File: config.mk
export PLATFORM = sky130hd
export DESIGN_NAME = mdio_master
export DESIGN_NICKNAME = d
export VERILOG_FILES = /design/src/rtl/mdio_pkg.sv /design/src/rtl/mdio_clock_gen.sv /design/src/rtl/mdio_master.sv
export SDC_FILE = /design/constraint.sdc
export NUM_CORES = 1
export LEC_CHECK = 0
export ABC_AREA = 1
export CAP_MARGIN = 20
export CORE_MARGIN = 1
export CORE_UTILIZATION = 48
export DETAILED_ROUTE_END_ITERATION = 7
export PLACE_DENSITY = 0.76
export SYNTH_ARGS = -nofsm -noshare
export SYNTH_HDL_FRONTEND = slang
export SYNTH_HIERARCHICAL = 1
export SYNTH_SLANG_ARGS = --single-unit
File: constraint.sdc
create_clock -name clock -period 2.97 [get_ports clock]
set_clock_uncertainty 0.1 [all_clocks]
set_input_delay 0.297 -clock clock [delete_from_list [all_inputs] [get_ports clock]]
set_output_delay 0.297 -clock clock [all_outputs]
set_load 0.005 [all_outputs]
File: src/rtl/mdio_pkg.sv
// Shared types and frame constants for the clause-22 MDIO master.
package mdio_pkg;

    typedef enum logic [2:0] {
        ST_IDLE,
        ST_PRE,
        ST_HDR,
        ST_TA,
        ST_DATA
    } mdio_state_t;

    localparam logic [1:0] MDIO_ST       = 2'b01;
    localparam logic [1:0] MDIO_OP_WRITE = 2'b01;
    localparam logic [1:0] MDIO_OP_READ  = 2'b10;

    localparam int MDIO_PREAMBLE_BITS = 32;
    localparam int MDIO_FRAME_BITS    = 64;
    localparam int MDIO_HDR_BITS      = 14;

    // Index of the last bit of each frame section
    localparam logic [5:0] MDIO_LAST_PRE = 6'(MDIO_PREAMBLE_BITS - 1);
    localparam logic [5:0] MDIO_LAST_HDR = 6'(MDIO_PREAMBLE_BITS + MDIO_HDR_BITS - 1);
    localparam logic [5:0] MDIO_LAST_TA  = 6'(MDIO_PREAMBLE_BITS + MDIO_HDR_BITS + 1);
    localparam logic [5:0] MDIO_LAST_BIT = 6'(MDIO_FRAME_BITS - 1);

endpackage

File: src/rtl/mdio_clock_gen.sv
// MDC divider: registered 50% duty MDC plus first/last-clock-of-bit strobes.
module mdio_clock_gen #(
    parameter int CLOCK_DIV = 25
) (
    input  logic clock,
    input  logic reset,
    input  logic run,
    input  logic clear,
    output logic mdc,
    output logic bit_start,
    output logic bit_end
);

    localparam int CW = $clog2(2 * CLOCK_DIV);
    localparam logic [CW-1:0] HALF_LAST   = CW'(CLOCK_DIV - 1);
    localparam logic [CW-1:0] PERIOD_LAST = CW'(2 * CLOCK_DIV - 1);

    logic [CW-1:0] div_cnt;

    always_ff @(posedge clock or posedge reset) begin
        if (reset) begin
            div_cnt <= '0;
            mdc     <= 1'b0;
        end else if (clear || !run) begin
            div_cnt <= '0;
            mdc     <= 1'b0;
        end else if (div_cnt == PERIOD_LAST) begin
            div_cnt <= '0;
            mdc     <= 1'b0;
        end else begin
            div_cnt <= div_cnt + 1'b1;
            if (div_cnt == HALF_LAST)
                mdc <= 1'b1;
        end
    end

    assign bit_start = run && (div_cnt == '0);
    assign bit_end   = run && (div_cnt == PERIOD_LAST);

endmodule

File: src/rtl/mdio_master.sv
// Clause-22 MDIO master: one register read/write per request, 64-bit frame on MDC/MDIO.
module mdio_master
    import mdio_pkg::*;
#(
    parameter int CLOCK_DIV = 25
) (
    input  logic        clock,
    input  logic        reset,
    input  logic        req_valid,
    output logic        req_ready,
    input  logic        req_write,
    input  logic [4:0]  req_phy_addr,
    input  logic [4:0]  req_reg_addr,
    input  logic [15:0] req_wdata,
    output logic        resp_valid,
    output logic [15:0] resp_rdata,
    output logic        resp_error,
    output logic        busy,
    output logic        mdc,
    output logic        mdio_o,
    output logic        mdio_oe,
    input  logic        mdio_i
);

    mdio_state_t state, state_n;
    logic [5:0]  bit_cnt, bit_cnt_n;
    logic        mdio_o_n, mdio_oe_n, resp_valid_n, resp_error_n;
    logic [15:0] resp_rdata_n;
    logic        ta_err, ta_err_n;
    logic        wr_q;
    logic [13:0] hdr_sr;
    logic [15:0] data_sr;
    logic        mdio_sync_p0, mdio_sync_p1;
    logic        bit_start, bit_end, accept;

    assign req_ready = (state == ST_IDLE);
    assign busy      = !req_ready;
    assign accept    = req_valid && req_ready;

    mdio_clock_gen #(.CLOCK_DIV(CLOCK_DIV)) u_clock_gen (
        .clock     (clock),
        .reset     (reset),
        .run       (busy),
        .clear     (accept),
        .mdc       (mdc),
        .bit_start (bit_start),
        .bit_end   (bit_end)
    );

    // Outputs for bit k+1 are decided on the last clock of bit k
    always_comb begin
        state_n      = state;
        bit_cnt_n    = bit_cnt;
        mdio_o_n     = mdio_o;
        mdio_oe_n    = mdio_oe;
        resp_valid_n = 1'b0;
        resp_error_n = resp_error;
        resp_rdata_n = resp_rdata;
        ta_err_n     = ta_err;
        if (state == ST_IDLE) begin
            if (req_valid) begin
                state_n   = ST_PRE;
                bit_cnt_n = '0;
                mdio_o_n  = 1'b1;
                mdio_oe_n = 1'b1;
                ta_err_n  = 1'b0;
            end
        end else if (bit_end) begin
            bit_cnt_n = bit_cnt + 6'd1;
            unique case (state)
                ST_PRE: begin
                    if (bit_cnt == MDIO_LAST_PRE) begin
                        state_n  = ST_HDR;
                        mdio_o_n = hdr_sr[13];
                    end
                end
                ST_HDR: begin
                    if (bit_cnt == MDIO_LAST_HDR) begin
                        state_n   = ST_TA;
                        mdio_o_n  = 1'b1;
                        mdio_oe_n = wr_q;
                    end else begin
                        mdio_o_n = hdr_sr[13];
                    end
                end
                ST_TA: begin
                    if (bit_cnt == MDIO_LAST_TA) begin
                        state_n  = ST_DATA;
                        mdio_o_n = wr_q ? data_sr[15] : 1'b1;
                        ta_err_n = !wr_q && mdio_sync_p1;
                    end else begin
                        mdio_o_n = !wr_q;
                    end
                end
                ST_DATA: begin
                    if (bit_cnt == MDIO_LAST_BIT) begin
                        state_n      = ST_IDLE;
                        resp_valid_n = 1'b1;
                        mdio_o_n     = 1'b1;
                        mdio_oe_n    = 1'b0;
                        resp_error_n = ta_err;
                        if (!wr_q)
                            resp_rdata_n = {data_sr[14:0], mdio_sync_p1};
                    end else begin
                        mdio_o_n = wr_q ? data_sr[14] : 1'b1;
                    end
                end
                default: ;
            endcase
        end
    end

    always_ff @(posedge clock or posedge reset) begin
        if (reset) begin
            state      <= ST_IDLE;
            bit_cnt    <= '0;
            mdio_o     <= 1'b1;
            mdio_oe    <= 1'b0;
            resp_valid <= 1'b0;
            resp_error <= 1'b0;
            resp_rdata <= '0;
            ta_err     <= 1'b0;
        end else begin
            state      <= state_n;
            bit_cnt    <= bit_cnt_n;
            mdio_o     <= mdio_o_n;
            mdio_oe    <= mdio_oe_n;
            resp_valid <= resp_valid_n;
            resp_error <= resp_error_n;
            resp_rdata <= resp_rdata_n;
            ta_err     <= ta_err_n;
        end
    end

    // Synchroniser and shift registers; hdr_sr[13] is always the next header bit to drive
    always_ff @(posedge clock) begin
        mdio_sync_p0 <= mdio_i;
        mdio_sync_p1 <= mdio_sync_p0;
        if (accept) begin
            wr_q    <= req_write;
            hdr_sr  <= {MDIO_ST, req_write ? MDIO_OP_WRITE : MDIO_OP_READ,
                        req_phy_addr, req_reg_addr};
            data_sr <= req_wdata;
        end else begin
            if (state == ST_HDR && bit_start)
                hdr_sr <= {hdr_sr[12:0], 1'b0};
            if (state == ST_DATA && bit_end)
                data_sr <= {data_sr[14:0], mdio_sync_p1};
        end
    end

endmodule

Word level (Yosys, flattened, before mapping). Index checks and enable logic that the tools add are counted. Widths: inputs -> output; s select.

Mux-type cells: 45. Shift-type cells: 0. $lt $le $gt $ge: 0. Add/sub/neg operators: 2. Bitwise gates (word level): 2. Equality and inequality tests: 15. Div/mod/pow operators: 0. Multiply operators: 0. Reductions and logical operators: 26.

Operators by type and width (count): $mux 16 (2); $mux 6 (5); $mux 1 (25); $eq 6x6->1 const B (4); $mux 12 (2); $mux 3 (7); $add 6x1->6 const B (2); $eq 6x5->1 const B (2); $ne 3x3->1 const B (4); $pmux 3 s4 (1); $reduce_and 4->1 (3); $reduce_and 5->1 (2); $reduce_bool 2->1 (5); $reduce_and 7->1 (1); $eq 3x2->1 const B (2); $logic_and 1x1->1 (6); $logic_not 6->1 (1); $reduce_bool 3->1 (2); $reduce_bool 5->1 (1); $pmux 1 s4 (1); $eq 3x1->1 const B (1); $eq 3x3->1 const B (1); $logic_not 3->1 (1); $logic_not 1->1 (2); other kinds (6) (7).

Bits of input ports: 31. Latch bits: 0. Register bits: 70. RAM bits: 0. ROM bits: 0. Memories: 0.

Depth between registers and ports, before layout. Gate-level depths: netlist of the first run.

Depth in word-level cells: 6. Mapped depth: 13.

Modules after synthesis. The synthesis of the first run kept the hierarchy.

By module, submodules not included: mdio_master (cells each 321, instances 1, area each 2982.9 um2, seq. area each 1702.9 um2); mdio_clock_gen (cells each 48, instances 1, area each 387.9 um2, seq. area each 175.2 um2).

Least setup slack after synthesis of the first run. OpenSTA, ideal clock, no wires.

Path type: reg2reg. From: register u_clock_gen.div_cnt[1]. To: register data_sr[0] (enable). Required time: 2.459 ns. Setup slack: 0.133 ns. Clock period less this slack: 2.837 ns. Data arrival time: 2.326 ns. Stages on the path, launching flop included: 9. Cells stage by stage: dfrtp_1 inv_1 ha_1 nand3_1 nor2_2 inv_1 nor2_1 inv_1 o21ai_0.

Word-level cells in the longest chain between the ends: 4.

Ends and longest elaborated chain: start: declaration (RTL line mdio_clock_gen.sv:18) `logic [CW-1:0] div_cnt;`; start signal: assignment (RTL line mdio_clock_gen.sv:31) `div_cnt <= div_cnt + 1'b1;`; $eq 6x6->1 (RTL line mdio_clock_gen.sv:38) `assign bit_end = run && (div_cnt == PERIOD_LAST);`; $logic_and 1x1->1 (RTL line mdio_clock_gen.sv:38); named net bit_end (RTL line mdio_master.sv:34) `logic bit_start, bit_end, accept;`; $logic_and 1x1->1 (RTL line mdio_master.sv:147) `if (state == ST_DATA && bit_end)`; $reduce_bool 2->1 (no source line); end signal: assignment (RTL line mdio_master.sv:143) `data_sr <= req_wdata;`; end signal: assignment (RTL line mdio_master.sv:148) `data_sr <= {data_sr[14:0], mdio_sync_p1};`; end: declaration (RTL line mdio_master.sv:32) `logic [15:0] data_sr;`.

The timed path passes the listed nets, and every way through them passes these cells. A chain may end at the register's enable or synchronous reset.

Worst setup path after layout of the first run.
From: register state[2]. To: register resp_rdata[4].

Word-level cells in the longest chain between the ends: 4. Elaborated cells on any way between the ends: 6.

Ends and longest elaborated chain: start: declaration (RTL line mdio_master.sv:25) `mdio_state_t state, state_n;`; start signal: assignment (RTL line mdio_master.sv:124) `state <= state_n;`; $logic_not 3->1 (RTL line mdio_master.sv:36) `assign req_ready = (state == ST_IDLE);`; $logic_not 1->1 (RTL line mdio_master.sv:37) `assign busy = !req_ready;`; $logic_and 1x1->1 (RTL line mdio_clock_gen.sv:38); named net bit_end (RTL line mdio_master.sv:34); $reduce_and 5->1 (no source line); end signal: assignment (RTL line mdio_master.sv:130) `resp_rdata <= resp_rdata_n;`; end: declaration (RTL line mdio_master.sv:16) `output logic [15:0] resp_rdata,`.

The timed path passes the listed nets, and every way through them passes these cells.

==> impl.org, run 1 <==
** Place
- Counting tap cells, the placed design contains a total of 513 instances.
- HPWL after DPL :: around 4.6 mm
- Number of buffer cells added on primary ports :: 53
- Routability Congestion :: 0.8925
- DP Worst Slack :: 0.6472 ns
- Summing all placed instances gives a cell area of 3985 um^2.

** Clock network
- In this run the clock root is driven by a sky130_fd_sc_hd__clkbuf_8.
- In this run the deepest clock path goes through 2 buffers.
- Clock transition at path regs :: 0.08 ns
- Total CTS buffers :: 9
- CTS resizes :: 0
- The number of setup buffers added after CTS is 0.
- Clock latency of the later-clocked register in the worst-skew pair :: between 0.3 and 0.4 ns
- Level count of the clock H-tree :: 3
- CTS Hold Buffers Added :: 0
- CTS saw 70 sinks.
- Clock tree from TritonCTS :: done

** Layout
- With fillers left out, the area of the finished cells amounts to 4199 um^2.
- Combined area of the multi-input logic cells :: 1235 um^2
- The net count of the finished layout is 464.
- Share of layout cells above drive strength 1 :: 14.78%
- Post-synthesis to final-layout area growth :: 24.57%
- The repair_antennas step left the layout with diodes totalling 0.
- Most used cells in the layout excluding fill and tap cells :: 101 x sky130_fd_sc_hd__nand2_1, 53 x sky130_fd_sc_hd__clkdlybuf4s50_1, 45 x sky130_fd_sc_hd__inv_1
- At the end of the flow the core is filled with cells to 61.80%.
- Sequential Area :: ~1900 um^2
- Commonest non-fill, non-tap cell in the layout :: sky130_fd_sc_hd__nand2_1
- The layout has 577 filler cells.
- The finished layout holds approximately 530 standard cells, fillers aside.

** STA
- Setup total negative slack :: 0 ns
- Setup violations remaining at the end of the flow were counted as 0.
- Headroom to the max-slew limit :: between 60% and 70%
- Final hold violations :: 0
- The count of final max-slew check failures came to 0.
- Setup repair after global routing left no endpoint under its margin.
- Timing would allow up to 429.1 MHz.
- Worst Hold Slack :: 0.1028 ns
- The worst path meets setup with approximately 0.64 ns of slack.
- Part of the cycle the worst path needs :: 78.47%
- Time the worst path needs with I/O delays and setup :: around 2.3 ns
- Transition time at the pin with the least slew margin :: about 0.51 ns

** Synth
- For this run, asynchronously set or reset flops after synthesis account for 52.86%.
- Simple-gate share of the synthesized area :: a little under a quarter
- Adder-Cell Fraction of Synth Area :: under 10%
- In this run, synthesis inferred 29 flip-flops with an integrated enable.
- Warning count from the yosys run :: 6
- Distinct cells, synth :: 29
- Synthesis produced a netlist whose cell count is 369.
- The most used flip-flop cell after synthesis is sky130_fd_sc_hd__dfrtp_1.
- Parity-gate share of the synthesized area counting xor and xnor cells :: 1.039%
- Summing the areas of all compound-gate instances in the mapped netlist gives approximately a tenth of the synthesized area.
- Mapped Nets :: roughly 410
- Sequential fraction of the synthesis area :: 55.72%
- In this run, synthesis produced a sequential element count of 70.
- Cell area after synthesis :: 3371 um^2
- Dividing the synthesized area by the synthesized cell count gives 9.135 um^2.
- By area, the combinational part of the netlist is dominated by simple AND/OR/NAND/NOR gates.
- After synthesis, the share of cell area in mux cells is 0%.

** Route
- DRC violations left :: 0
- The routed design has 6.519 mm of wire.
- The first detailed-routing pass took 5 iterations.
- For this block, the via count after detailed routing is 2568.
- Initial detailed-routing violation count :: around 150
- After detailed routing, the number of vias per cell comes to 4.854.
- The count of nets left with antenna violations once routing finished came out at 0.
- WL per Instance :: 12.32 um

** Global routing
- The via count of the first global-routing pass came to roughly 2500.
- Number of antenna violations at the first check in global routing :: 0
- Entering global routing, the biggest net connects 33 pins.
- GRT Resource Usage Total :: 19.53%
- The first global-routing pass estimated approximately 11 mm of wire.
- Summed over all layers, the global routing overflow is 0.

** Flow run
- Across the run, the number of max-cap violations was 0.

** Worst setup path
- Of all nets on the critical path, the largest fanout is 32.
- The critical path is of the reg -> reg type.
- Endpoint type of the worst setup path :: register
- R2R Path End :: resp_rdata[4]
- The number of cells on the worst reg-to-reg path is 9.
- The worst setup path is launched from a register.
- Worst setup slack for register-to-register paths :: roughly 0.64 ns
- Data on the critical path is required at its endpoint by 3.09 ns.
- Data arrival time of the critical path :: about 2.5 ns
- Worst r2r src :: state[2]

** Power
- IR Drop Worst-Case VDD :: 0.4621 mV
- Overall power :: 3.309 mW
- The internal portion of the total power is 2.134 mW.
- In this run the static leakage power is 1.913 nW.
- Net switching share of the total power :: 35.52%
- Flop pwr share :: 43.4%
- In this run the power density over the cells is 788.0 nW/um^2.
- Clock network power share :: 25.0%
- Of the total power, combinational logic draws between 30% and 40%.
- In this run the power spent charging and discharging nets is 1.175 mW.

** Floorplan
- The core region is 6794 um^2.
- Initial Util :: 49.61%
- The die is approximately 86 um wide.
- From bottom edge to top edge, the die measures 85.80 um.
- The floorplan step defined a die boundary enclosing 7362 um^2.
- For this design the top-level I/O count stands at 54.
- In this run the core area contains 30 standard-cell rows.

** Hold path
- In this run the worst hold path is classified as in -> async.

** Run status
- Status :: finished, final reports clean
==> registers in the layout (all words and copies together) (netlist names), 3 cells and up <==
signal	cells
resp_rdata	16
state	3
hdr_sr	14
u_clock_gen/div_cnt	6
data_sr	16
bit_cnt	6
==> synth_stat cells, types with 4 or more instances <==
library cell               instances  area, um^2
sky130_fd_sc_hd__edfxtp_1         29       870.8
sky130_fd_sc_hd__o21ai_2          16       140.1
sky130_fd_sc_hd__nor2_1           31       116.4
sky130_fd_sc_hd__dfrtp_1          36       900.9
sky130_fd_sc_hd__buf_2             5       25.02
sky130_fd_sc_hd__a21oi_1           4       20.02
sky130_fd_sc_hd__nand2_4           4       45.04
sky130_fd_sc_hd__nand2_2           9       56.30
sky130_fd_sc_hd__ha_1              5       62.56
sky130_fd_sc_hd__o21ai_0          30       150.1
sky130_fd_sc_hd__nand3_1          22       110.1
sky130_fd_sc_hd__inv_2             6       22.52
sky130_fd_sc_hd__dfxtp_1           4       80.08
sky130_fd_sc_hd__inv_1            45       168.9
sky130_fd_sc_hd__nand2_1         101       379.1
==> final cells by class <==
type                       count  share of cell area (%)
inverter                      51                   4.559
clock inverter                 6                   1.549
tap                           96                   2.861
multi-input combinational    239                   29.41
clock buffer                  10                   3.546
timing repair buffer          57                   13.35
sequential                    70                   44.73
==> worst max-delay path, cell delays in order (launching register included) <==
cell                      delay (ns)
sky130_fd_sc_hd__dfrtp_1        0.49
sky130_fd_sc_hd__inv_2          0.12
sky130_fd_sc_hd__nand2_2        0.20
sky130_fd_sc_hd__inv_1          0.10
sky130_fd_sc_hd__nor2_1         0.25
sky130_fd_sc_hd__inv_1          0.13
sky130_fd_sc_hd__nor3_4         0.27
sky130_fd_sc_hd__nand2_4        0.29
sky130_fd_sc_hd__nand2_1        0.17
sky130_fd_sc_hd__o21ai_2        0.06
==> cell families after synthesis <==
group / Yosys count
xor gates and xnor gates: 4
adders and majority gates: 5
buffers and inverters: 60
DFF: 70
AOI/OAI and AO/OA: 54
and+or+nand+nor: 176
==> per-layer routing <==
layer  up-vias  wire, um  global-route usage, %
met5         -         0                      0
met4         0        93                  8.788
met3         9       235                  3.657
met2        57      3179                  31.78
met1      1205      3010                  25.61
li1       1297         -                      -
==> power by group through the flow <==
stage               logic, mW  clock network (mW)  registers (mW)
global route             1.21               0.880            1.46
global placement         1.02                   0            1.44
finish                   1.05               0.826            1.44
CTS                      1.06               0.841            1.44
floorplan               0.751                   0            1.43
detailed placement       1.05                   0            1.45
==> worst max-delay path by stage <==
stage | start | endpoint | slack [ns] | depth (start not counted)
final | state[2] | resp_rdata[4] | 0.64 | 9
after global routing | u_clock_gen/div_cnt[1] | resp_rdata[4] | 0.44 | 11
after CTS | state[2] | resp_rdata[3] | 0.63 | 9
after detailed placement | state[2] | resp_rdata[3] | 0.65 | 9
after global placement | state[2] | resp_rdata[5] | 0.75 | 9
after floorplan | u_clock_gen/div_cnt[1] | data_sr[0] | 0.13 | 8
No activity file was read; power rests on OpenSTA's default activity.
==> inputs of run 2 (changes only) <==
==> constraint.sdc (replaced) <==
create_clock -name clock -period 2.1 [get_ports clock]
set_clock_uncertainty 0.1 [all_clocks]
set_input_delay 0.21 -clock clock [delete_from_list [all_inputs] [get_ports clock]]
set_output_delay 0.21 -clock clock [all_outputs]
set_load 0.005 [all_outputs]
==> run 2 against run 1 <==
Against the previous run:
- core utilization grew 1.9 points
- total power rose by 45%
- first-iteration DRC count increased by 8.2%
- non-clock buffer count up 9
- combinational power increased by 58%
- critical path type is now reg -> out
- count of clock-buffer cells in the layout did not move
- die area unchanged
- routed wire length rose by 3.4%
- sequential power increased by 40%
- cell count grew 1.9%
- critical path depth decreased by 4
- flip-flop and latch count is the same
==> impl.org, run 2 (synthesis results as in run 1) <==
** Route
- The average wire per standard cell came to 12.51 um (+1.5%).
- Antenna violation net count after detailed routing :: 0 (unchanged)
- The initial DRC count was 159 (+8.2%).
- DRC violations left :: 0 (unchanged)
- Detailed-routing iteration count for the pre-antenna-repair pass :: 4 (-1)
- The total via count in the routed design was 2577 (+0.35%).
- Via-per-instance ratio :: 4.781 (-1.5%)
- The routed wire length is 6.743 mm (+3.4%).

** Hold path
- Hold Crit Class :: in -> async

** Power
- Power density over the cells :: 1109 nW/um^2 (+41%)
- The static leakage power was 1.956 nW (+2.3%).
- IR Drop Worst-Case VDD :: 0.5388 mV (+17%)

** Place
- Routability Congestion :: 0.8728 (-2.2%)
- The total half-perimeter wirelength after legalization and detailed placement was 4.578 mm (about the same).
- The number of input and output port buffers inserted was 53 (unchanged).
- The placed cell count was 518 (+0.97%).
- Instance area at placement :: 4059 um^2 (+1.9%)

** Layout
- ANT cells :: 0 (unchanged)
- # nets final :: 474 (+2.2%)
- Leaving out fill and tap cells, the most frequent cell in the layout is sky130_fd_sc_hd__nand2_1.
- The post-route standard cell area excluding fillers was 4325 um^2 (+3.0%).
- Share of layout cells above drive strength 1 :: 17.16% (+2.4 points)
- Most used cells in the layout excluding fill and tap cells :: 101 x sky130_fd_sc_hd__nand2_1, 53 x sky130_fd_sc_hd__clkdlybuf4s50_1, 45 x sky130_fd_sc_hd__inv_1
- Post-synthesis to final-layout area growth :: 28.32%
- Leading registers by flop count :: data_sr: 16 flops, resp_rdata: 16 flops, hdr_sr: 14 flops
- The layout filler cell count is 551 (-4.5%).
- The count of non-filler cells in the finished layout is 539 (+1.9%).

** Clock network
- Clk root buf :: sky130_fd_sc_hd__clkbuf_8
- Level count of the clock H-tree :: 3 (unchanged)
- The clock tree buffer depth was 2 (unchanged).
- Total CTS buffers :: 9 (unchanged)
- The TritonCTS sink count was 70 (unchanged).
- TritonCTS built the clock tree.
- The clock-pin slew on the worst setup and hold paths is 0.08 ns (about the same).
- The clock insertion delay at the later pin of the skew report came to 0.34 ns (about the same).
- The total of hold buffers inserted after clock tree synthesis came to 0 (unchanged).

** STA
- The number of endpoints with negative hold slack in the final report is 0 (unchanged).
- The worst path needs 1.977 ns of the cycle, external delays included.
- The worst path uses 94.13% of the clock period.
- # setup viols final :: 0 (unchanged)
- Max-slew violations :: 0 (unchanged)
- Setup repair after global routing left no endpoint under its margin.
- The headroom to the max-slew limit came to 67.66% (+1.8 points).
- FMAX :: 505.9 MHz
- The pin slew with the least headroom to its limit was 0.4845 ns (-0.02631 ns).
- The final-layout setup total negative slack is 0 ns (unchanged).

** Floorplan
- Std-Cell Core Area :: 6794 um^2 (unchanged)
- The starting density of the core was 49.61% (unchanged).
- Overall die area :: 7362 um^2 (unchanged)
- The die outline height was 85.80 um (unchanged).
- The chip width came to 85.80 um (unchanged).
- Number of top-level design ports :: 54 (unchanged)
- Cell row count :: 30 (unchanged)

** Worst setup path
- Critical Path Start Type :: register
- Worst r2r src :: u_clock_gen/div_cnt[1]
- Critical path required time :: 1.79 ns (-1.30 ns)
- Worst setup path start :: state[0]
- The logic depth of the worst register-to-register path was 12 (+3).
- The critical path is of the reg -> out type.
- Endpoint type of the worst setup path :: output port
- Critical-path maximum fanout :: 8 (-75%)
- R2R Path End :: resp_rdata[15]
- Data arrival time of the critical path :: 1.67 ns (-0.78 ns)
- The minimum setup slack among reg-to-reg paths is 0.15 ns (-0.49 ns).
- Following the worst setup path forward leads to its endpoint at req_ready.

** Run status
- Status :: finished, final reports clean

** Global routing
- The combined global-route utilization of all metal layers was 18.90% (-0.62 points).
- Wire length of the first global-routing pass :: 10.71 mm (-2.9%)
- The global-route congestion overflow total is 0 (unchanged).
- Vias in the first global route :: 2377 (-3.8%)
- Number of antenna violations at the first check in global routing :: 0 (unchanged)
- The maximum number of pins on one net before global-route repair came to 33 (unchanged).

** Flow run
- The max-capacitance violation count was 0 (unchanged).
[run 2: cell count changes in the layout (fill, tap and decap cells not counted), moves of 2 or more]
| cell | delta |
|---|---|
| sky130_fd_sc_hd__clkinv_4 | +2 |
| sky130_fd_sc_hd__buf_4 | +7 |
| sky130_fd_sc_hd__buf_12 | +2 |
| sky130_fd_sc_hd__nand2_8 | +2 |
[run 2: how the worst min path moves through the flow]
stage,start,to,slack (ns),cells past startpoint
floorplan,reset,u_clock_gen/div_cnt[0],-0.09,1
global placement,mdio_sync_p0,mdio_sync_p1,0.24,0
detailed placement,mdio_sync_p0,mdio_sync_p1,0.24,0
CTS,reset,u_clock_gen/div_cnt[4],0.02,2
global route,reset,u_clock_gen/div_cnt[4],0.04,2
finish,reset,u_clock_gen/div_cnt[4],0.02,2
[run 2: critical path, stage by stage, from the launching register on]
cell and delay [ns]:
sky130_fd_sc_hd__dfrtp_1 0.44, sky130_fd_sc_hd__nor2_4 0.13, sky130_fd_sc_hd__nand2_2 0.06, sky130_fd_sc_hd__buf_4 0.17, sky130_fd_sc_hd__inv_1 0.05, sky130_fd_sc_hd__clkdlybuf4s50_1 0.48
[run 2: cell type report]
| type | count | area [um^2] | share of cell area (%) |
|---|---|---|---|
| Multi-Input combinational cell | 240 | 1275 | 29.48 |
| Timing Repair Buffer | 66 | 653.1 | 15.10 |
| Clock buffer | 10 | 137.6 | 3.182 |
| Clock inverter | 6 | 68.82 | 1.591 |
| Tap cell | 96 | 120.1 | 2.777 |
| Inverter | 51 | 191.4 | 4.426 |
| Sequential cell | 70 | 1879 | 43.45 |
[run 2: per-stage QoR]
stage                     hold WS, ns  power [mW]  util (%)  worst slack (ns)
after global routing          0.03738       5.128     63.66          0.005961
after floorplan              -0.08660       3.091         -            0.1223
final                         0.02477       4.797     63.66            0.1233
after CTS                     0.02085       4.797     63.02           0.03056
after detailed placement       0.2432       3.640     59.74         0.0006803
after global placement         0.2428       3.590     59.74           0.05497
[run 2: per-layer routing]
metal	share of wire, %	global-route usage (%)
met5	0	0
met4	0.80	4.697
met3	5.8	4.235
met2	48	31.27
met1	45	25.43
[run 2: where the power goes]
group / leakage, nW / internal (mW) / switching (mW)
clock: 0.103 / 0.587 / 0.536
sequential: 0.809 / 1.86 / 0.147
combinational: 1.04 / 0.637 / 1.02
total: 1.96 / 3.09 / 1.71
[run 2: what timing repair did]
item	CTS	global route
buffers inserted	1	3
endpoints found under the setup margin	3	18
gates resized for setup	1	3
gates cloned	0	1
pin swaps	1	2
